[config.mk]
export PLATFORM = sky130hd
export DESIGN_NAME = alu_issue_ctrl
export DESIGN_NICKNAME = d
export VERILOG_FILES = /design/src/rtl/alu_pkg.sv /design/src/rtl/alu_regfile.sv /design/src/rtl/alu_issue_ctrl.sv
export SDC_FILE = /design/constraint.sdc
export NUM_CORES = 1
export LEC_CHECK = 0
export ABC_AREA = 0
export BUFFER_PORTS_ARGS = -buffer_cell sky130_fd_sc_hd__buf_2
export CORE_MARGIN = 2
export CORE_UTILIZATION = 45
export CTS_CLUSTER_DIAMETER = 200
export DETAILED_ROUTE_END_ITERATION = 8
export MAX_ROUTING_LAYER = met4
export PLACE_DENSITY_LB_ADDON = 0.2
export SYNTH_ARGS = -nofsm -noshare
export SYNTH_HDL_FRONTEND = slang
export SYNTH_SLANG_ARGS = --single-unit
[constraint.sdc]
create_clock -name clk -period 3.2 [get_ports clk]
set_input_delay 0 -clock clk [delete_from_list [all_inputs] [get_ports clk]]
set_output_delay 0 -clock clk [all_outputs]
set_load 0.01 [all_outputs]
[src/rtl/alu_pkg.sv]
// rtl/alu_pkg.sv - shared widths, opcodes and FSM encoding for the ALU issue controller
package alu_pkg;

  localparam int DW   = 19;
  localparam int NREG = 4;
  localparam int AW   = $clog2(NREG);

  localparam logic [3:0] OP_INCR = 4'd0;
  localparam logic [3:0] OP_ADDI = 4'd1;
  localparam logic [3:0] OP_SUBI = 4'd2;
  localparam logic [3:0] OP_ADDR = 4'd3;
  localparam logic [3:0] OP_SUBR = 4'd4;
  localparam logic [3:0] OP_SHL  = 4'd5;
  localparam logic [3:0] OP_SHR  = 4'd6;
  localparam logic [3:0] OP_OR   = 4'd7;

  typedef enum logic [1:0] {
    ST_IDLE    = 2'd0,
    ST_ISSUE   = 2'd1,
    ST_CAPTURE = 2'd2,
    ST_RESP    = 2'd3
  } state_t;

  // Immediate forms take operand B from the command instead of the register file
  function automatic logic is_imm_op(input logic [3:0] op);
    return (op == OP_ADDI) || (op == OP_SUBI);
  endfunction

  // Only subtractions update the stored zero flag
  function automatic logic is_sub_op(input logic [3:0] op);
    return (op == OP_SUBI) || (op == OP_SUBR);
  endfunction

  function automatic logic is_legal_op(input logic [3:0] op);
    return op <= OP_OR;
  endfunction

endpackage

[src/rtl/alu_regfile.sv]
// rtl/alu_regfile.sv - NREG x DW register file, two async reads, debug read, one sync write
module alu_regfile
  import alu_pkg::*;
(
  input  logic          clk,
  input  logic          RST,
  input  logic          i_we,
  input  logic [AW-1:0] i_waddr,
  input  logic [DW-1:0] i_wdata,
  input  logic [AW-1:0] i_raddr_a,
  input  logic [AW-1:0] i_raddr_b,
  input  logic [AW-1:0] i_dbg_addr,
  output logic [DW-1:0] o_rdata_a,
  output logic [DW-1:0] o_rdata_b,
  output logic [DW-1:0] o_dbg_data
);

  logic [DW-1:0] r_mem [NREG];

  // Clear every entry on reset, otherwise apply the single write port
  always_ff @(posedge clk) begin
    if (!RST) begin
      for (int i = 0; i < NREG; i++) begin
        r_mem[i] <= '0;
      end
    end else if (i_we) begin
      r_mem[i_waddr] <= i_wdata;
    end
  end

  assign o_rdata_a  = r_mem[i_raddr_a];
  assign o_rdata_b  = r_mem[i_raddr_b];
  assign o_dbg_data = r_mem[i_dbg_addr];

endmodule

[src/rtl/alu_issue_ctrl.sv]
// rtl/alu_issue_ctrl.sv - issues register-file commands to an external ALU and returns results
module alu_issue_ctrl
  import alu_pkg::*;
(
  input  logic          clk,
  input  logic          RST,
  input  logic          cmd_valid,
  output logic          cmd_ready,
  input  logic [3:0]    cmd_op,
  input  logic [1:0]    cmd_dst,
  input  logic [1:0]    cmd_srca,
  input  logic [1:0]    cmd_srcb,
  input  logic [DW-1:0] cmd_imm,
  output logic [3:0]    alu_op,
  output logic [DW-1:0] alu_a,
  output logic [DW-1:0] alu_b,
  input  logic [DW-1:0] alu_result,
  input  logic          alu_z,
  output logic          res_valid,
  input  logic          res_ready,
  output logic [DW-1:0] res_data,
  output logic          res_z,
  output logic          res_err,
  input  logic [1:0]    dbg_addr,
  output logic [DW-1:0] dbg_data
);

  state_t        r_state;
  logic [1:0]    r_dst;
  logic          r_z;
  logic [3:0]    r_alu_op;
  logic [DW-1:0] r_alu_a;
  logic [DW-1:0] r_alu_b;
  logic          r_res_valid;
  logic [DW-1:0] r_res_data;
  logic          r_res_z;
  logic          r_res_err;

  logic [DW-1:0] w_rd_a;
  logic [DW-1:0] w_rd_b;
  logic [DW-1:0] w_opnd_b;
  logic          w_we;

  alu_regfile u_regfile (
    .clk        (clk),
    .RST        (RST),
    .i_we       (w_we),
    .i_waddr    (r_dst),
    .i_wdata    (alu_result),
    .i_raddr_a  (cmd_srca),
    .i_raddr_b  (cmd_srcb),
    .i_dbg_addr (dbg_addr),
    .o_rdata_a  (w_rd_a),
    .o_rdata_b  (w_rd_b),
    .o_dbg_data (dbg_data)
  );

  assign w_opnd_b  = is_imm_op(cmd_op) ? cmd_imm : w_rd_b;
  assign w_we      = (r_state == ST_CAPTURE);
  assign cmd_ready = (r_state == ST_IDLE);

  // Command FSM; ALU inputs are loaded at accept so they are live during ISSUE,
  // and forced back to zero outside ISSUE/CAPTURE so each issue is a visible change
  always_ff @(posedge clk) begin
    if (!RST) begin
      r_state     <= ST_IDLE;
      r_dst       <= '0;
      r_z         <= 1'b0;
      r_alu_op    <= '0;
      r_alu_a     <= '0;
      r_alu_b     <= '0;
      r_res_valid <= 1'b0;
      r_res_data  <= '0;
      r_res_z     <= 1'b0;
      r_res_err   <= 1'b0;
    end else begin
      case (r_state)
        ST_IDLE: begin
          if (cmd_valid) begin
            r_dst <= cmd_dst;
            if (is_legal_op(cmd_op)) begin
              r_alu_op <= cmd_op;
              r_alu_a  <= w_rd_a;
              r_alu_b  <= w_opnd_b;
              r_state  <= ST_ISSUE;
            end else begin
              r_res_valid <= 1'b1;
              r_res_err   <= 1'b1;
              r_res_data  <= '0;
              r_res_z     <= r_z;
              r_state     <= ST_RESP;
            end
          end
        end
        ST_ISSUE: begin
          r_state <= ST_CAPTURE;
        end
        ST_CAPTURE: begin
          r_res_valid <= 1'b1;
          r_res_err   <= 1'b0;
          r_res_data  <= alu_result;
          if (is_sub_op(r_alu_op)) begin
            r_z     <= alu_z;
            r_res_z <= alu_z;
          end else begin
            r_res_z <= r_z;
          end
          r_alu_op <= '0;
          r_alu_a  <= '0;
          r_alu_b  <= '0;
          r_state  <= ST_RESP;
        end
        ST_RESP: begin
          if (res_ready) begin
            r_res_valid <= 1'b0;
            r_state     <= ST_IDLE;
          end
        end
        default: r_state <= ST_IDLE;
      endcase
    end
  end

  assign alu_op    = r_alu_op;
  assign alu_a     = r_alu_a;
  assign alu_b     = r_alu_b;
  assign res_valid = r_res_valid;
  assign res_data  = r_res_data;
  assign res_z     = r_res_z;
  assign res_err   = r_res_err;

endmodule

# [After elaboration in Yosys (flattened, before gate mapping)]
# Memories as Yosys holds them, arrays and structs flattened.
# Cells that the tools add are included.
[op_classes] magnitude_cmp=1 n_eq_ne=11 mux=33 n_reduce_logical=11
[ops] cell="$mux 19" count=8
[ops] cell="$pmux 19 s2" count=3
[ops] cell="$reduce_or 19->1" count=1
[ops] cell="$mux 1" count=11
[ops] cell="$eq 4x2->1 const B" count=2
[ops] cell="$mux 2" count=4
[ops] cell="$mux 4" count=2
[ops] cell="$pmux 2 s4" count=1
[ops] cell="$pmux 4 s2" count=1
[ops] cell="$ne 2x2->1 const B" count=3
[ops] cell="$reduce_and 3->1" count=2
[ops] cell="$eq 2x2->1 const B" count=2
[ops] cell="$eq 4x1->1 const B" count=1
[ops] cell="$eq 4x3->1 const B" count=1
[ops] cell="$le 4x3->1 const B" count=1
[ops] cell="$pmux 1 s2" count=2
[ops] cell="$reduce_and 2->1" count=2
[ops] cell="$reduce_and 4->1" count=1
[ops] cell="$pmux 1 s3" count=1
[ops] cell="$reduce_bool 3->1" count=1
[ops] cell="$eq 2x1->1 const B" count=1
[ops] cell="$logic_not 2->1" count=1
[ops] cell="$logic_or 1x1->1" count=2
[ops] cell="$ne 2x1->1 const B" count=1
[ops] cell="$reduce_bool 2->1" count=1
[word_totals] regBits=69 ramBits=76 out_inout_bits=84 wordCells=67 memories=1
[mem_list] name="u_regfile.r_mem" words=4 width=19 rd=3 rd_ports_with_merged_regs=0 write_ports=4 line="alu_regfile.sv:18" text="logic [DW-1:0] r_mem [NREG];"

# [Logic depth before layout (Yosys ltp)]
# Gate-level depths: netlist of run 1.
[logic_depth] ltp_word=6 depth_mapped=8 depth_no_buf=5

# [Modules after synthesis]
# Synthesis of run 1 repeated with hierarchy kept, for this count alone.
[unflattened] cells_unflattened=579 area_unflattened_um2=7473.4
[modules_own_cells] mod="alu_regfile" n_inst=1 cells_per_inst=241 area_each_um2=4379.2 seq_area_each_um2=2282.2
[modules_own_cells] mod="alu_issue_ctrl" n_inst=1 cells_per_inst=338 area_each_um2=3094.2 seq_area_each_um2=1381.3

# [Least setup slack after synthesis of run 1]
# No wires, ideal clock.
[synth_path] path_kind="register to register" start="register r_state[0]" end="memory u_regfile.r_mem[1][0], enable pin" setup_time_ns=0.421 arrival_time_ns=2.218 required_ns=2.779 slack_ns=0.561 path_stages_with_launch=6 path_buffers=1 period_less_slack_ns=2.639 path_cell_list="dfxtp_1 -> inv_1 -> ha_1 -> buf_2 -> nand2_1 -> o21ai_0"
[synth_rtl] item="start, declared" line="alu_issue_ctrl.sv:28" text="state_t r_state;"
[synth_rtl] item="start signal, assigned" line="alu_issue_ctrl.sv:66" text="r_state <= ST_IDLE;"
[synth_rtl] item="start signal, assigned" line="alu_issue_ctrl.sv:85" text="r_state <= ST_ISSUE;"
[synth_rtl] item="start signal, assigned" line="alu_issue_ctrl.sv:91" text="r_state <= ST_RESP;"
[synth_rtl] item="end, declared" line="alu_regfile.sv:18"

# [Final worst setup path of run 1]
[layout_path] start="register r_state[0]" end="register r_res_data[14] (netlist: res_data[14])"
[layout_via] elab_chain_cells=3 elab_cells_between_ends=7 cone_classes="eq/ne (3); mux (1); reduce/logical (3)"
[layout_rtl] item="$logic_not 2->1 / $eq 2x2->1 (equally long branches)" line="alu_issue_ctrl.sv:77" text="case (r_state)"
[layout_rtl] item="$ne 2x2->1 (no line) / $reduce_bool 2->1 (equally long branches)"
[layout_rtl] item="$reduce_and 3->1 (no line)"
[layout_rtl] item="end signal, assigned" line="alu_issue_ctrl.sv:101" text="r_res_data <= alu_result;"
[layout_rtl] item="end, declared" line="alu_issue_ctrl.sv:35" text="logic [DW-1:0] r_res_data;"
# Parallel ways exist; a longest one is shown, timed or not.
# A chain may end at the register's enable or synchronous reset.

==> results of run 1 <==
==> cell families (layout without fill, tap and decap cells) <==
| kind of cell | after synthesis | count (layout) | share of synthesized area |
|---|---|---|---|
| and+or+nand+nor | 209 | 209 | 0.1668 |
| DFF | 145 | 145 | 0.4988 |
| AOI/OAI and AO/OA | 94 | 94 | 0.09506 |
| buffers and inverters | 68 | 234 | 0.04599 |
| muxes | 58 | 58 | 0.1792 |
| adders and majority gates | 5 | 5 | 0.008518 |
| xor gates and xnor gates | 3 | 3 | 0.005623 |
==> final cells by class <==
type / instances / area, um2 / share of cell area
Sequential cell: 145 / 3664 / 0.3991
Multi-Input combinational cell: 369 / 3364 / 0.3665
Timing Repair Buffer: 197 / 1251 / 0.1363
Clock buffer: 25 / 571.8 / 0.06230
Tap cell: 216 / 270.3 / 0.02944
Clock inverter: 7 / 38.79 / 0.004226
Inverter: 5 / 18.77 / 0.002045
==> stage by stage <==
step	instance area (um2)	total power [mW]	utilization
6_report	9179	5.567	0.5757
5_1_grt	9179	5.801	0.5757
4_1_cts	9179	5.583	0.5757
3_5_place_dp	8098	3.550	0.5079
3_3_place_gp	8098	3.508	0.5079
2_1_floorplan	7345	3.138	-
==> sequential cells by signal, summed over array words and instances, names as in the netlist <==
name and flops:
r_dst 2, alu_b 19, res_err 1, alu_op 4, r_state 2, u_regfile.r_mem 76
res_z 1, r_z 1, alu_a 19, res_valid 1, res_data 19
==> critical path, cell delays in order (launching register included) <==
cell	delay (ns)
dfxtp_1	0.35
inv_1	0.12
ha_1	0.50
buf_4	0.30
nor2b_1	0.59
buf_4	0.29
o211ai_1	0.11
a21oi_1	0.18
==> placed cells by master (no fill, tap or decap), types with 2 or more instances in the layout <==
cell	count
edfxtp_1	76
o211ai_1	19
clkinv_2	4
mux4_2	51
inv_1	4
a22o_1	19
ha_1	5
nand2_1	10
clkbuf_1	2
clkbuf_16	22
a311oi_1	3
buf_2	138
clkinvlp_4	2
nand2b_1	4
a32oi_1	3
nand4_1	38
mux4_1	6
o2111ai_1	19
nor2_1	5
and3_1	22
dfxtp_1	69
nor2b_1	2
a21oi_1	25
and2_1	78
nand3_1	43
buf_4	12
dlygate4sd3_1	47
==> routing by layer <==
layer	part of all wire	routed length (um)	global-route usage	vias to the layer above
met5	0	0	-	-
met4	0.013	248	0.06703	0
met3	0.070	1365	0.05152	23
met2	0.46	9095	0.3560	235
met1	0.45	8899	0.3300	2793
li1	-	-	-	2607
==> report_power, final <==
| group | internal, mW | switching (mW) |
|---|---|---|
| registers | 2.17 | 0.138 |
| clock network | 1.24 | 0.757 |
| logic | 0.526 | 0.737 |
==> worst max path at each step <==
stage	startpoint	endpoint	slack, ns	cells after the start
5_1_grt	r_state[0]	res_data[9]	0.41	7
3_5_place_dp	r_state[0]	res_data[9]	0.70	7
2_1_floorplan	r_state[0]	u_regfile.r_mem[1][0]	0.56	5
4_1_cts	r_state[0]	res_data[12]	0.69	7
6_report	r_state[0]	res_data[14]	0.68	7
3_3_place_gp	r_state[0]	res_data[11]	0.84	7
==> metrics.md, run 1 <==
| Metric | Value |
|---|---|
| Drc violations | `0` |
| VDD IR max | `0.0004663 V` |
| End of the worst hold path | `r_dst[0]` |
| CP Class | `reg -> reg` |
| GRT Util Overall | `0.2379` |
| Total CTS buffers | `17` |
| Die Width | `131.8 um` |
| Crit path max fanout | `19` |
| Netlist cell types | `42` |
| First-pass GRT wire length | `31250 um` |
| Initial antenna violation count | `0` |
| Placer Congestion | `between 0.8 and 0.9` |
| R2R depth | `7` |
| Clock tree buffer depth | `2` |
| HP Start | `cmd_valid` |
| Port buffer count | `between 100 and 150` |
| Leakage | `3.725 nW` |
| Pin count of the biggest net entering global routing | `85` |
| Overflow after GRT | `0` |
| Reg-to-Reg Start | `r_state[0]` |
| CTS root buf | `clkbuf_16` |
| H-tree lvl count | `4` |
| Post-route ant nets | `0` |
| Final period util | `0.7865` |
| IO Pins | `139` |
| Clock skew | `0.004751 ns` |
| PwrDens | `606.5 nW/um2` |
| Largest cells by area after synthesis | `edfxtp_1 (31%), dfxtp_1 (19%), mux4_2 (16%)` |
| Die ar. | `17360 um2` |
| Vias in the first global route | `5563` |
| Mapped Cells | `582` |
| Final Hold Viols | `0` |
| TritonRoute pass-1 iters | `5` |
| Initial Utilization | `0.4607` |
| Avg Cell Area, Syn | `12.62 um2` |
| Yosys top cell area share | `0.3107` |
| Post-placement cell count | `885` |
| Final cell count without fillers | `964` |
| Worst-Margin Slew | `roughly 1.2 ns` |
| Achievable Freq | `397.3 MHz` |
| Fin crit period | `~2.5 ns` |
| Setup TNS | `0 ns` |
| Max-cap viol count | `0` |
| # nets final | `795` |
| CTS tree | `done` |
| Detailed-route via count | `5658` |
| Setup bufs post-CTS | `0` |
| Core Area | `15940 um2` |
| Area growth from synthesis to layout | `24.97%` |
| Reg2reg end | `res_data[14]` |
| Layout fillers | `1324` |
| Async S/R FF share, synth | `0` |
| CP required | `3.55 ns` |
| Num rows | `46` |
| Reg2Reg Setup Slack | `0.68 ns` |
| Hpwl dp | `13260 um` |
| Commonest cells post-synth | `and2_1 (78), edfxtp_1 (76), dfxtp_1 (69)` |
| Drt wl/cell | `just over 20 um` |
| Die height | `between 100 and 150 um` |
| YS warnings | `0` |
| Mapped cell area | `7345 um2` |
| Drt total wl | `19610 um` |
| Synth area leader | `edfxtp_1` |
| Worst hold path type | `in -> reg` |
| Ys flop type | `edfxtp_1` |
| Crit. End Element | `flip-flop` |
| Most common cell in the synthesized netlist | `and2_1` |
| Setup ws final | `about 0.7 ns` |
| Hold WS | `0.02607 ns` |
| RSZ-0062 raised after global routing | `false` |
| Setup Slack @ Placement | `0.7007 ns` |
| DR vias/cell | `slightly below 6` |
| Worst relative slew slack | `0.1629` |
| Worst setup SP type | `flip-flop` |
| Post-cts resize count | `0` |
| CP arrival | `2.87 ns` |
| Final Slew Violations | `0` |
| Layout cells sized above 1 | `0.3182` |
| Reg clk slew, reported paths | `0.06 ns` |
| Status | `finished clean` |
| Sequential element share of the synthesized area | `0.4988` |
| EDFF count, synth | `76` |
| Setup-failing EPs final | `0` |
| Initial DRC count | `471` |
| Worst-skew pair later-pin latency | `0.43 ns` |
| ANT cells | `0` |
| Hold Path Depth | `4` |
| Syn Nets | `~640` |
| Cts hold-fix bufs | `47` |
| Seq cells post-synth | `between 100 and 150` |
| Clock sink total | `145` |
(Power assumes the default switching activity.)
==> inputs of run 2 (changes only) <==
- clock period: 3.2 -> 2.3 ns (I/O delays scaled with it)
==> metrics.md, run 2 (synthesized netlist as in run 1, its figures left out) <==
| Metric | Value |
|---|---|
| Seq pwr share | `0.417` |
| Worst hold path type | `in -> reg` |
| Max-cap viol count | `0` |
| Die ar. | `approximately 17000 um2` |
| Multi-input gate area | `3371 um2` |
| H-tree lvl count | `4` |
| Routed length on met2 | `around 9000 um` |
| Drt total wl | `just under 20000 um` |
| Initial DRC count | `roughly 400` |
| Reg clk slew, reported paths | `0.06 ns` |
| Comb power frac | `0.233` |
| Port buffer count | `roughly 140` |
| Initial Utilization | `0.4607` |
| Max Used Layer | `met4` |
| Worst setup SP type | `flip-flop` |
| CTS root buf | `clkbuf_16` |
| Placer Congestion | `roughly 0.81` |
| Met1 wire length | `about 9200 um` |
| Drc violations | `0` |
| Worst relative slew slack | `0.3966` |
| Num rows | `46` |
| Drt wl/cell | `20.37 um` |
| CTS tree | `done` |
| Setup bufs post-CTS | `0` |
| Final Hold Viols | `0` |
| ANT cells | `0` |
| GRT Util Overall | `0.2376` |
| Achievable Freq | `between 400 and 500 MHz` |
| Core Area | `about 16000 um2` |
| Die Width | `131.8 um` |
| Area growth from synthesis to layout | `25.60%` |
| Reg2reg end | `alu_a[6]` |
| Most common cell after layout, fill and taps aside | `buf_2` |
| Clock sink total | `145` |
| Layout fillers | `between 1000 and 1500` |
| Clock tree buffer depth | `2` |
| Hpwl dp | `roughly 14000 um` |
| Top register by number of flip-flops | `u_regfile.r_mem` |
| Overflow after GRT | `0` |
| Leakage | `3.747 nW` |
| IO Pins | `139` |
| HP Start | `RST` |
| Power Internal | `5.480 mW` |
| Crit path max fanout | `26` |
| Post-route ant nets | `0` |
| Final period util | `0.9134` |
| Total CTS buffers | `17` |
| Sw power | `between 2 and 2.5 mW` |
| CP required | `2.66 ns` |
| Clock skew | `around 0.0040 ns` |
| VDD IR max | `0.0005764 V` |
| Worst-skew pair later-pin latency | `0.42 ns` |
| Commonest cells after routing, fill and taps aside | `buf_2 (138), and2_1 (78), edfxtp_1 (76), dfxtp_1 (69), mux4_2 (51)` |
| TritonRoute pass-1 iters | `4` |
| Layout cells sized above 1 | `0.3210` |
| Max reg flops | `76` |
| Clock power share | `0.350` |
| RSZ-0062 raised after global routing | `false` |
| Fin crit period | `2.101 ns` |
| Setup TNS | `0 ns` |
| Flip-flop and latch area | `3664 um2` |
| Fin util | `0.5786` |
| End of the worst hold path | `res_valid` |
| # nets final | `804` |
| CP Class | `reg -> reg` |
| Setup-failing EPs final | `0` |
| Reg2Reg Setup Slack | `0.20 ns` |
| PwrDens | `838.7 nW/um2` |
| Hold Path Depth | `2` |
| Die height | `131.8 um` |
| Final Slew Violations | `0` |
| First-pass GRT wire length | `31450 um` |
| Metal3 WL | `1298 um` |
| Detailed-route via count | `~5700` |
| DR vias/cell | `5.866` |
| Switching Fraction | `0.2918` |
| Pin count of the biggest net entering global routing | `72` |
| Worst-Margin Slew | `0.9007 ns` |
| Crit. End Element | `flip-flop` |
| Reg-to-Reg Start | `r_state[0]` |
| CP arrival | `about 2.5 ns` |
| R2R depth | `6` |
| Pwr Total | `a little under 8 mW` |
| Vias in the first global route | `approximately 5500` |
| Initial antenna violation count | `0` |
| Status | `finished clean` |
==> run 2: changes by cell type in the layout (fill, tap and decap cells not counted), sizes merged <==
cell,change
bufinv,+3
clkinv,+3
dlygate4sd3,+1
buf,+8
clkbuf,-6
==> run 2: power groups by stage <==
stage               clock, mW  combinational [mW]  sequential, mW
finish                   2.71                1.80            3.23
global route             2.84                1.96            3.26
CTS                      2.74                1.80            3.22
detailed placement          0                1.72            3.27
global placement            0                1.68            3.25
floorplan                   0                1.11            3.25
==> run 2: worst max path at each step <==
| stage | slack [ns] | to | from | depth (start not counted) |
|---|---|---|---|---|
| after CTS | 0.10 | u_regfile.r_mem[1][6] | r_state[0] | 6 |
| after global routing | 0.03 | alu_a[11] | r_state[0] | 6 |
| after floorplan | 0.07 | u_regfile.r_mem[0][0] | r_state[0] | 7 |
| after global placement | 0.23 | u_regfile.r_mem[1][16] | r_state[0] | 6 |
| after detailed placement | 0.12 | u_regfile.r_mem[1][6] | r_state[0] | 6 |
| final | 0.20 | alu_a[6] | r_state[0] | 6 |
==> run 2: area by class of cell <==
cell class	count	area share
clock buffer	19	0.04693
multi-input combinational	369	0.3654
sequential	145	0.3971
tap	216	0.02930
timing repair buffer	206	0.1436
inverter	5	0.002034
clock inverter	13	0.01560
==> run 2: repair_timing <==
action,CTS,global route
setup endpoints to repair,0,26
hold buffers,48,0
gates resized for setup,0,2
endpoints found under the hold margin,123,0
==> run 2: routing by layer <==
| layer | up-vias | GRT usage |
|---|---|---|
| met4 | 0 | 0.07186 |
| met3 | 21 | 0.04806 |
| met2 | 245 | 0.3476 |
| met5 | - | - |
| li1 | 2629 | - |
| met1 | 2813 | 0.3369 |
==> run 2: metrics by stage <==
stage	hold slack (ns)	cells	setup slack (ns)	instance area [um2]
6_report	0.03008	973	0.1991	9225
5_1_grt	0.04300	973	0.03246	9225
4_1_cts	0.01825	973	0.1026	9215
3_5_place_dp	0.2851	893	0.1212	8158
3_3_place_gp	0.2685	893	0.2264	8158
2_1_floorplan	0.1325	582	0.07075	7345
==> run 2: critical path, stage by stage, from the launching register on <==
cell and delay, ns:
dfxtp_1 0.39, inv_1 0.11, ha_1 0.22, buf_4 0.21, nand2b_1 0.11, and3_1 0.71, a22o_1 0.27
